===== src/rtl/led_blink_sequencer_if.sv =====
// Command/LED bundle for led_blink_sequencer: host drives commands, block drives LED and status.
interface led_blink_sequencer_if #(
   parameter int BLINK_W = 8,
   parameter int TIME_W  = 16
);
   logic               cmd_valid;
   logic               cmd_ready;
   logic [BLINK_W-1:0] cmd_blinks;
   logic [TIME_W-1:0]  cmd_on_t;
   logic [TIME_W-1:0]  cmd_off_t;
   logic               abort;
   logic               led;
   logic               busy;
   logic               done;

   modport master (
      output cmd_valid, cmd_blinks, cmd_on_t, cmd_off_t, abort,
      input  cmd_ready, led, busy, done
   );

   modport slave (
      input  cmd_valid, cmd_blinks, cmd_on_t, cmd_off_t, abort,
      output cmd_ready, led, busy, done
   );
endinterface


===== src/rtl/led_blink_sequencer.sv =====
// Command-driven LED blinker: N on/off pulses timed in prescaled ticks, with abort and a done pulse.
module led_blink_sequencer #(
   parameter int CLK_FREQ_KHz = 50000,
   parameter int TICK_HZ      = 1000,
   parameter int TICK_DIV     = (CLK_FREQ_KHz * 1000) / TICK_HZ,
   parameter int BLINK_W      = 8,
   parameter int TIME_W       = 16
) (
   input  logic                   clk,
   input  logic                   rst,
   led_blink_sequencer_if.slave   s_bus
);

   localparam int              PRE_W   = (TICK_DIV > 1) ? $clog2(TICK_DIV) : 1;
   localparam logic [PRE_W-1:0] PRE_MAX = PRE_W'(TICK_DIV - 1);

   typedef enum logic [1:0] {S_IDLE, S_ON, S_OFF} state_t;

   state_t             r_state, w_state_nxt;
   logic [PRE_W-1:0]   r_pre;
   logic [TIME_W-1:0]  r_cnt;
   logic [BLINK_W-1:0] r_rem;
   logic [TIME_W-1:0]  r_on_t, r_off_t;
   logic               r_led, r_busy, r_done, r_ready;
   logic               w_led_nxt, w_busy_nxt, w_done_nxt, w_ready_nxt;
   logic               w_accept, w_tick, w_expire;
   logic [TIME_W-1:0]  w_on_eff, w_off_eff;

   assign w_accept  = s_bus.cmd_valid && r_ready;
   assign w_tick    = (r_pre == PRE_MAX);
   assign w_expire  = w_tick && (r_cnt == TIME_W'(1));
   // Zero-length phases are stretched to one tick
   assign w_on_eff  = (s_bus.cmd_on_t  == '0) ? TIME_W'(1) : s_bus.cmd_on_t;
   assign w_off_eff = (s_bus.cmd_off_t == '0) ? TIME_W'(1) : s_bus.cmd_off_t;

   assign s_bus.cmd_ready = r_ready;
   assign s_bus.led       = r_led;
   assign s_bus.busy      = r_busy;
   assign s_bus.done      = r_done;

   always_ff @(posedge clk) begin
      if (rst) begin
         r_state <= S_IDLE;
         r_pre   <= '0;
         r_cnt   <= '0;
         r_rem   <= '0;
         r_on_t  <= '0;
         r_off_t <= '0;
         r_led   <= 1'b0;
         r_busy  <= 1'b0;
         r_done  <= 1'b0;
         r_ready <= 1'b1;
      end else begin
         r_state <= w_state_nxt;
         r_led   <= w_led_nxt;
         r_busy  <= w_busy_nxt;
         r_done  <= w_done_nxt;
         r_ready <= w_ready_nxt;
         case (r_state)
            S_IDLE: begin
               if (w_accept) begin
                  r_rem   <= s_bus.cmd_blinks;
                  r_on_t  <= w_on_eff;
                  r_off_t <= w_off_eff;
                  r_pre   <= '0;
                  r_cnt   <= w_on_eff;
               end
            end
            S_ON, S_OFF: begin
               if (s_bus.abort) begin
                  r_pre <= '0;
                  r_cnt <= '0;
                  r_rem <= '0;
               end else if (w_tick) begin
                  // Prescaler and phase counter reload together at each boundary
                  r_pre <= '0;
                  if (w_expire) begin
                     if (r_state == S_ON) begin
                        r_rem <= r_rem - BLINK_W'(1);
                        r_cnt <= r_off_t;
                     end else begin
                        r_cnt <= r_on_t;
                     end
                  end else begin
                     r_cnt <= r_cnt - TIME_W'(1);
                  end
               end else begin
                  r_pre <= r_pre + PRE_W'(1);
               end
            end
            default: ;
         endcase
      end
   end

   always_comb begin
      w_state_nxt = r_state;
      case (r_state)
         S_IDLE: if (w_accept && (s_bus.cmd_blinks != '0)) w_state_nxt = S_ON;
         S_ON: begin
            if (s_bus.abort)   w_state_nxt = S_IDLE;
            else if (w_expire) w_state_nxt = S_OFF;
         end
         S_OFF: begin
            if (s_bus.abort)   w_state_nxt = S_IDLE;
            else if (w_expire) w_state_nxt = (r_rem == '0) ? S_IDLE : S_ON;
         end
         default: w_state_nxt = S_IDLE;
      endcase
   end

   // Outputs are registered copies of decodes of the next state
   always_comb begin
      w_led_nxt   = (w_state_nxt == S_ON);
      w_busy_nxt  = (w_state_nxt != S_IDLE);
      w_ready_nxt = (w_state_nxt == S_IDLE);
      w_done_nxt  = ((r_state == S_IDLE) && w_accept && (s_bus.cmd_blinks == '0)) ||
                    ((r_state == S_OFF) && !s_bus.abort && w_expire && (r_rem == '0));
   end

endmodule


===== src/flat_wrapper.sv =====
// flat-port wrapper written by rule: the top's interface ports become plain ports
module led_blink_sequencer_flat 
#(
   parameter int CLK_FREQ_KHz = 50000,
   parameter int TICK_HZ      = 1000,
   parameter int TICK_DIV     = (CLK_FREQ_KHz * 1000) / TICK_HZ,
   parameter int BLINK_W      = 8,
   parameter int TIME_W       = 16
)
  (clk, rst, s_bus_cmd_valid, s_bus_cmd_blinks, s_bus_cmd_on_t, s_bus_cmd_off_t, s_bus_abort, s_bus_cmd_ready, s_bus_led, s_bus_busy, s_bus_done);
  led_blink_sequencer_if #(.BLINK_W(BLINK_W), .TIME_W(TIME_W)) s_bus_i ();
  input  logic clk;
  input  logic rst;
  input wire logic [$bits(s_bus_i.cmd_valid)-1:0] s_bus_cmd_valid;
  input wire logic [$bits(s_bus_i.cmd_blinks)-1:0] s_bus_cmd_blinks;
  input wire logic [$bits(s_bus_i.cmd_on_t)-1:0] s_bus_cmd_on_t;
  input wire logic [$bits(s_bus_i.cmd_off_t)-1:0] s_bus_cmd_off_t;
  input wire logic [$bits(s_bus_i.abort)-1:0] s_bus_abort;
  output wire logic [$bits(s_bus_i.cmd_ready)-1:0] s_bus_cmd_ready;
  output wire logic [$bits(s_bus_i.led)-1:0] s_bus_led;
  output wire logic [$bits(s_bus_i.busy)-1:0] s_bus_busy;
  output wire logic [$bits(s_bus_i.done)-1:0] s_bus_done;
  assign s_bus_i.cmd_valid = s_bus_cmd_valid;
  assign s_bus_i.cmd_blinks = s_bus_cmd_blinks;
  assign s_bus_i.cmd_on_t = s_bus_cmd_on_t;
  assign s_bus_i.cmd_off_t = s_bus_cmd_off_t;
  assign s_bus_i.abort = s_bus_abort;
  assign s_bus_cmd_ready = s_bus_i.cmd_ready;
  assign s_bus_led = s_bus_i.led;
  assign s_bus_busy = s_bus_i.busy;
  assign s_bus_done = s_bus_i.done;
  led_blink_sequencer #(.CLK_FREQ_KHz(CLK_FREQ_KHz), .TICK_HZ(TICK_HZ), .TICK_DIV(TICK_DIV), .BLINK_W(BLINK_W), .TIME_W(TIME_W)) u_core (.clk(clk), .rst(rst), .s_bus(s_bus_i));
endmodule

===== config.mk =====
export PLATFORM = sky130hd
export DESIGN_NAME = led_blink_sequencer_flat
export DESIGN_NICKNAME = d
export VERILOG_FILES = /design/src/rtl/led_blink_sequencer_if.sv /design/src/rtl/led_blink_sequencer.sv /design/src/flat_wrapper.sv
export SDC_FILE = /design/constraint.sdc
export NUM_CORES = 1
export LEC_CHECK = 0
export CAP_MARGIN = 20
export CORE_ASPECT_RATIO = 0.75
export CORE_UTILIZATION = 51
export CTS_CLUSTER_SIZE = 20
export DETAILED_ROUTE_END_ITERATION = 6
export HOLD_SLACK_MARGIN = 0.06
export PLACE_DENSITY = 0.77
export SLEW_MARGIN = 20
export SYNTH_ARGS = -nofsm -noshare
export SYNTH_HDL_FRONTEND = slang
export SYNTH_SLANG_ARGS = --single-unit

===== constraint.sdc =====
create_clock -name clk -period 2.39 [get_ports clk]
set_input_delay 0.478 -clock clk [delete_from_list [all_inputs] [get_ports clk]]
set_output_delay 0.478 -clock clk [all_outputs]
set_load 0.02 [all_outputs]

# Word-level counts from Yosys, hierarchy flattened
# Index checks and enable logic that the tools add are counted.
# totals
reg_bits	78
input_bits	44
elab_cells	71
# classes
add_sub_neg	3
eq_ne	9
n_mux	25
n_reduce_logical	24
# op_table
cell	count
$mux 16	10
$pmux 16 s2	2
$mux 8	5
$logic_not 16->1	2
$add 16x1->16 const B	1
$eq 16x1->1 const B	1
$eq 16x16->1 const B	1
$logic_not 8->1	2
$pmux 8 s2	1
$sub 16x1->16 const B	1
$mux 2	5
$ne 3x2->1 const B	3
$logic_and 1x1->1	8
$reduce_bool 8->1	1
$sub 8x1->8 const B	1
$pmux 2 s3	1
$reduce_and 5->1	1
$eq 2x1->1 const B	2
$logic_not 2->1	2
$reduce_and 2->1	2
$reduce_bool 2->1	2
$reduce_and 3->1	1
$eq 2x2->1 const B	1
$ne 2x1->1 const B	1
4 further kinds	4

# Depth between registers and ports, before layout
# Gate-level depths: netlist (run 1).
# logic_depth
ltp_word	6
depth_mapped	10

# Worst setup path after synthesis (run 1)
# Ideal clock, no wire load.
# synth_timing
kind	reg-to-reg
start	reg u_core.r_state[1]
end	reg u_core.r_pre[7]
t_arrival_ns	2.250
setup_slack_ns	0.070
path_stages_with_launch	8
synth_period_minus_slack_ns	2.320
path_cell_list	dfxtp_1 -> inv_1 -> ha_1 -> inv_1 -> nor2_1 -> nand2_1 -> or4b_2 -> a21oi_1
# synth_between
elab_chain_len	4
# synth_lines
item	line	rtl
start, declared	led_blink_sequencer.sv:19	state_t r_state, w_state_nxt;
start signal, assigned	led_blink_sequencer.sv:54	r_state <= w_state_nxt;
$eq 2x2->1 / $eq 2x1->1 (equally long branches)	led_blink_sequencer.sv:59	case (r_state)
$reduce_or 2->1	led_blink_sequencer.sv:59	
$reduce_bool 2->1 (no line)	-	
$reduce_and 2->1 (no line)	-	
end signal, assigned	led_blink_sequencer.sv:88	r_pre <= r_pre + PRE_W'(1);
end, declared	led_blink_sequencer.sv:20	logic [PRE_W-1:0] r_pre;
# Several ways; a longest one is shown, not always the timed one.
# A chain may end at the register's enable or synchronous reset.

# Worst setup path in the final report (run 1)
# layout_timing
start	reg u_core.r_pre[11]
end	reg u_core.r_cnt[4]
# layout_between
elab_chain_len	6
# layout_lines
item	line	rtl
$eq 16x16->1 *	led_blink_sequencer.sv:30	assign w_tick = (r_pre == PRE_MAX);
$logic_and 1x1->1	led_blink_sequencer.sv:31	assign w_expire = w_tick && (r_cnt == TIME_W'(1));
$mux 16	led_blink_sequencer.sv:77	if (w_expire) begin
$mux 16	led_blink_sequencer.sv:74	end else if (w_tick) begin
$mux 16	led_blink_sequencer.sv:70	if (s_bus.abort) begin
$pmux 16 s2	led_blink_sequencer.sv:59	
end signal, assigned	led_blink_sequencer.sv:66	r_cnt <= w_on_eff;
end signal, assigned	led_blink_sequencer.sv:80	r_cnt <= r_off_t;
end signal, assigned	led_blink_sequencer.sv:82	r_cnt <= r_on_t;
end, declared	led_blink_sequencer.sv:21	logic [TIME_W-1:0] r_cnt;
# Every way passes the cells marked *; elsewhere a longest branch is shown, timed or not. The select of a mux whose other input is x is not followed.

==> results of run 1 <==
-- what timing repair did --
action | in CTS | in global routing
setup endpoints to repair | 3 | 38
endpoints found under the hold margin | 0 | 0
pin swaps | 0 | 3
gates resized for setup | 2 | 11
setup buffers | 0 | 3
gates cloned | 0 | 1
-- path summary, 6_finish.rpt --
check	start	to	slack [ns]	cells after the start
hold / removal	u_core.r_on_t[3]	u_core.r_on_t[3]	0.46	2
setup reg to reg	u_core.r_pre[11]	u_core.r_cnt[4]	0.004	7
setup / recovery	u_core.r_pre[11]	u_core.r_cnt[4]	0.004	7
hold reg to reg	u_core.r_on_t[3]	u_core.r_on_t[3]	0.46	2
-- synthesized netlist by cell type (2+ instances only) --
| library cell | number | share of area, % |
|---|---|---|
| clkbuf_1 | 23 | 2.1 |
| and3_1 | 6 | 0.91 |
| or3_1 | 4 | 0.61 |
| nand4_1 | 10 | 1.5 |
| o31ai_1 | 2 | 0.37 |
| nor3_1 | 14 | 1.7 |
| nand2b_1 | 2 | 0.30 |
| o211ai_1 | 7 | 1.3 |
| buf_1 | 2 | 0.18 |
| buf_6 | 2 | 0.55 |
| or2_2 | 2 | 0.30 |
| ha_1 | 8 | 2.4 |
| inv_1 | 7 | 0.64 |
| a22oi_1 | 4 | 0.73 |
| nor4_1 | 12 | 1.8 |
| o21ai_1 | 3 | 0.37 |
| xor2_1 | 16 | 3.4 |
| a41oi_1 | 2 | 0.43 |
| nand4b_1 | 3 | 0.64 |
| nor2_1 | 46 | 4.2 |
| a221oi_2 | 4 | 1.5 |
| a221oi_1 | 2 | 0.43 |
| and4_1 | 2 | 0.43 |
| a311oi_1 | 5 | 1.1 |
| nor3b_1 | 2 | 0.37 |
| a211oi_1 | 11 | 2.0 |
| o21ai_0 | 16 | 2.0 |
| buf_2 | 2 | 0.24 |
| a21oi_1 | 54 | 6.6 |
| or4_1 | 4 | 0.73 |
| mux2i_1 | 21 | 5.1 |
| dfxtp_1 | 78 | 38 |
| nor2b_1 | 8 | 1.2 |
| nand2_1 | 89 | 8.1 |
| or4b_2 | 2 | 0.49 |
| xnor2_1 | 8 | 1.7 |
| a31oi_1 | 2 | 0.30 |
| nand3_1 | 13 | 1.6 |
-- critical path, delay by kind of cell, from the launching register on --
family / cells / cell delay, ns
buf+inv: 1 / 0.18
compound gates: 1 / 0.11
flops: 1 / 0.33
simple gates: 4 / 1.41
mux: 1 / 0.28
-- sequential cells by signal, indices dropped and copies added, names as in the netlist --
name and count:
u_core.s_bus.cmd_ready 1, u_core.r_off_t 16, u_core.s_bus.led 1, u_core.r_rem 8, u_core.r_cnt 16, u_core.r_pre 16
u_core.r_state 2, u_core.s_bus.busy 1, u_core.r_on_t 16, u_core.s_bus.done 1
-- routing by layer --
layer | global-route usage [%] | vias to the layer above | part of all wire, % | routed length (um)
met5 | 0 | - | 0 | 0
met4 | 7.92 | 0 | 1.6 | 194
met3 | 7.27 | 20 | 9.5 | 1120
met2 | 39.9 | 200 | 41 | 4870
met1 | 41.9 | 1926 | 48 | 5630
li1 | - | 1975 | - | -
-- cell type report --
class / count / area (sq um) / area share (%)
timing repair buffer: 86 / 817 / 15.8
tap: 101 / 126 / 2.45
sequential: 78 / 1560 / 30.2
clock inverter: 6 / 86.3 / 1.67
clock buffer: 9 / 124 / 2.40
inverter: 7 / 26.3 / 0.509
multi-input combinational: 398 / 2420 / 46.9
-- power by group --
group          switching [mW]  total, mW  internal [mW]
sequential              0.104       1.51           1.41
combinational           0.541      0.953          0.412
clock                   0.503       1.08          0.582
-- metrics by stage --
step                      setup slack (ns)  hold slack (ns)  instance area, sq um
after floorplan                     0.0704            0.433                  4110
after detailed placement           -0.0253            0.446                  4860
after global placement              0.0130            0.439                  4860
final                              0.00439            0.458                  5170
after CTS                          0.00901            0.458                  5080
after global routing               -0.0422            0.467                  5170
-- kinds of logic (layout without fill, tap and decap cells) --
kind of cell / count (synthesis) / in the layout / share of synthesized area (%)
AOI/OAI and AO/OA: 117 / 117 / 18.1
xor gates and xnor gates: 24 / 24 / 5.12
adders and majority gates: 8 / 8 / 2.44
buffers and inverters: 37 / 108 / 3.90
DFF: 78 / 78 / 38.0
muxes: 22 / 22 / 5.39
and+or+nand+nor: 227 / 227 / 27.0
==> reports/metrics.cfg, run 1 <==
[clocking]
hold_buffers = 0
cts.path.max_buffers = 2
clk_latency_ns = 0.36
cts_buffers = 9
htree_levels = 3
path_clk_slew_ns = 0.08
clock-root-buffer = clkbuf_8
clkSinkCount = 78
cts_tree = done

[yosys]
synth-seq-cells = 78
yosys_most_used_dff = dfxtp_1
netlist_area_sq_um = 4110
avgSynthCellArea_sq_um = 8.00
ys_seq_area_share_pct = 38.0
syn-instance-count = 513
yosys_warnings = 0
synthArstFlopShare_pct = 0
yosysUniqueCellTypes = 53
syn-num-nets = 565
synth_edf_count = 0

[finish]
layout_common_cells = nand2_1 (88), dfxtp_1 (77), a21oi_1 (53), clkdlybuf4s50_1 (46), nor2_1 (45)
final_common_cell = nand2_1
fin_util_pct = 68.3
area_growth_syn_to_layout_pct = 25.8
diodes = 0
instances_no_fill = 685
final_nets = 632
fillers = 635
layout-drive-gt1-share_pct = 13.7

[critical_path]
slowest_delay_ns = 0.54
crit_chain = or3_1 -> or4_4 -> nor3_4 -> buf_12 -> mux2i_1 -> a221oi_2 -> nor3_1
start_kind = flop
cp-end-kind = flop
cp.arrival_ns = 2.67
slowest_stage = or4_4
worst-path-max-fanout = 10
path_class = reg -> reg
critical_path_required_ns = 2.67

[job]
maxCapViolCount = 0

[detailed_routing]
vias = 4121
routed_via_density = 6.02
wl_per_cell_um = 17.2
drt-initial-drc-count = 304
drc = 0
first_pass_iters = 5
ant_nets = 0
routed_wl_um = 11800

[timing]
min_period_ns = 2.39
max-slew-margin-rel_pct = 62.6
setup_violations = 0
hold_viol = 0
rsz0062_at_grt = true
period_share_pct = 99.8
fin_setup_tns_ns = 0
fin_skew_ns = 0.00922
slew_viol_final = 0
fmax_mhz = 419
worst_pin_slew_ns = 0.555

[place]
placedCellCount = 666
gp_congestion = 0.938
dp_hpwl_um = 8430
portBuffers = 47

[floorplan]
fp.dieW_um = 106
rows = 27
io-pin-count = 48
core-area_sq_um = 7570
initial_core_util_pct = 54.3
die_h_um = 79.7
dieArea_sq_um = 8420

[power_and_ir_drop]
leakage_nw = 1.90
power_density_nw_per_um2 = 687
peakVddDrop_mv = 0.426
finalPower_mw = 3.55

[global_routing]
grt_overflow_total = 0
grt_max_degree = 36
grt_pass1_wl_um = 18300
antenna_found_initial = 0
grt_pass1_vias = 3662
grt_usage_pct = 28.3

[run_status]
status = complete, no violations

[min_path]
min-delay-path-class = reg -> reg

No activity file was read; power rests on OpenSTA's default activity.
==> run 2: changes to the inputs <==
--- a/config.mk
+++ b/config.mk
@@ -12,7 +12,7 @@
 export DETAILED_ROUTE_END_ITERATION = 6
 export HOLD_SLACK_MARGIN = 0.06
 export PLACE_DENSITY = 0.77
-export SLEW_MARGIN = 20
+export SLEW_MARGIN = 40
 export SYNTH_ARGS = -nofsm -noshare
 export SYNTH_HDL_FRONTEND = slang
 export SYNTH_SLANG_ARGS = --single-unit
==> results of run 2 <==
Final layout, timing and power as in run 1 (identical DEF).
==> run 3: changes to the inputs <==
--- a/config.mk
+++ b/config.mk
@@ -8,7 +8,6 @@
 export CAP_MARGIN = 20
 export CORE_ASPECT_RATIO = 0.75
 export CORE_UTILIZATION = 51
-export CTS_CLUSTER_SIZE = 20
 export DETAILED_ROUTE_END_ITERATION = 6
 export HOLD_SLACK_MARGIN = 0.06
 export PLACE_DENSITY = 0.77
==> results of run 3 <==
Final layout, timing and power as in run 1 (identical DEF).
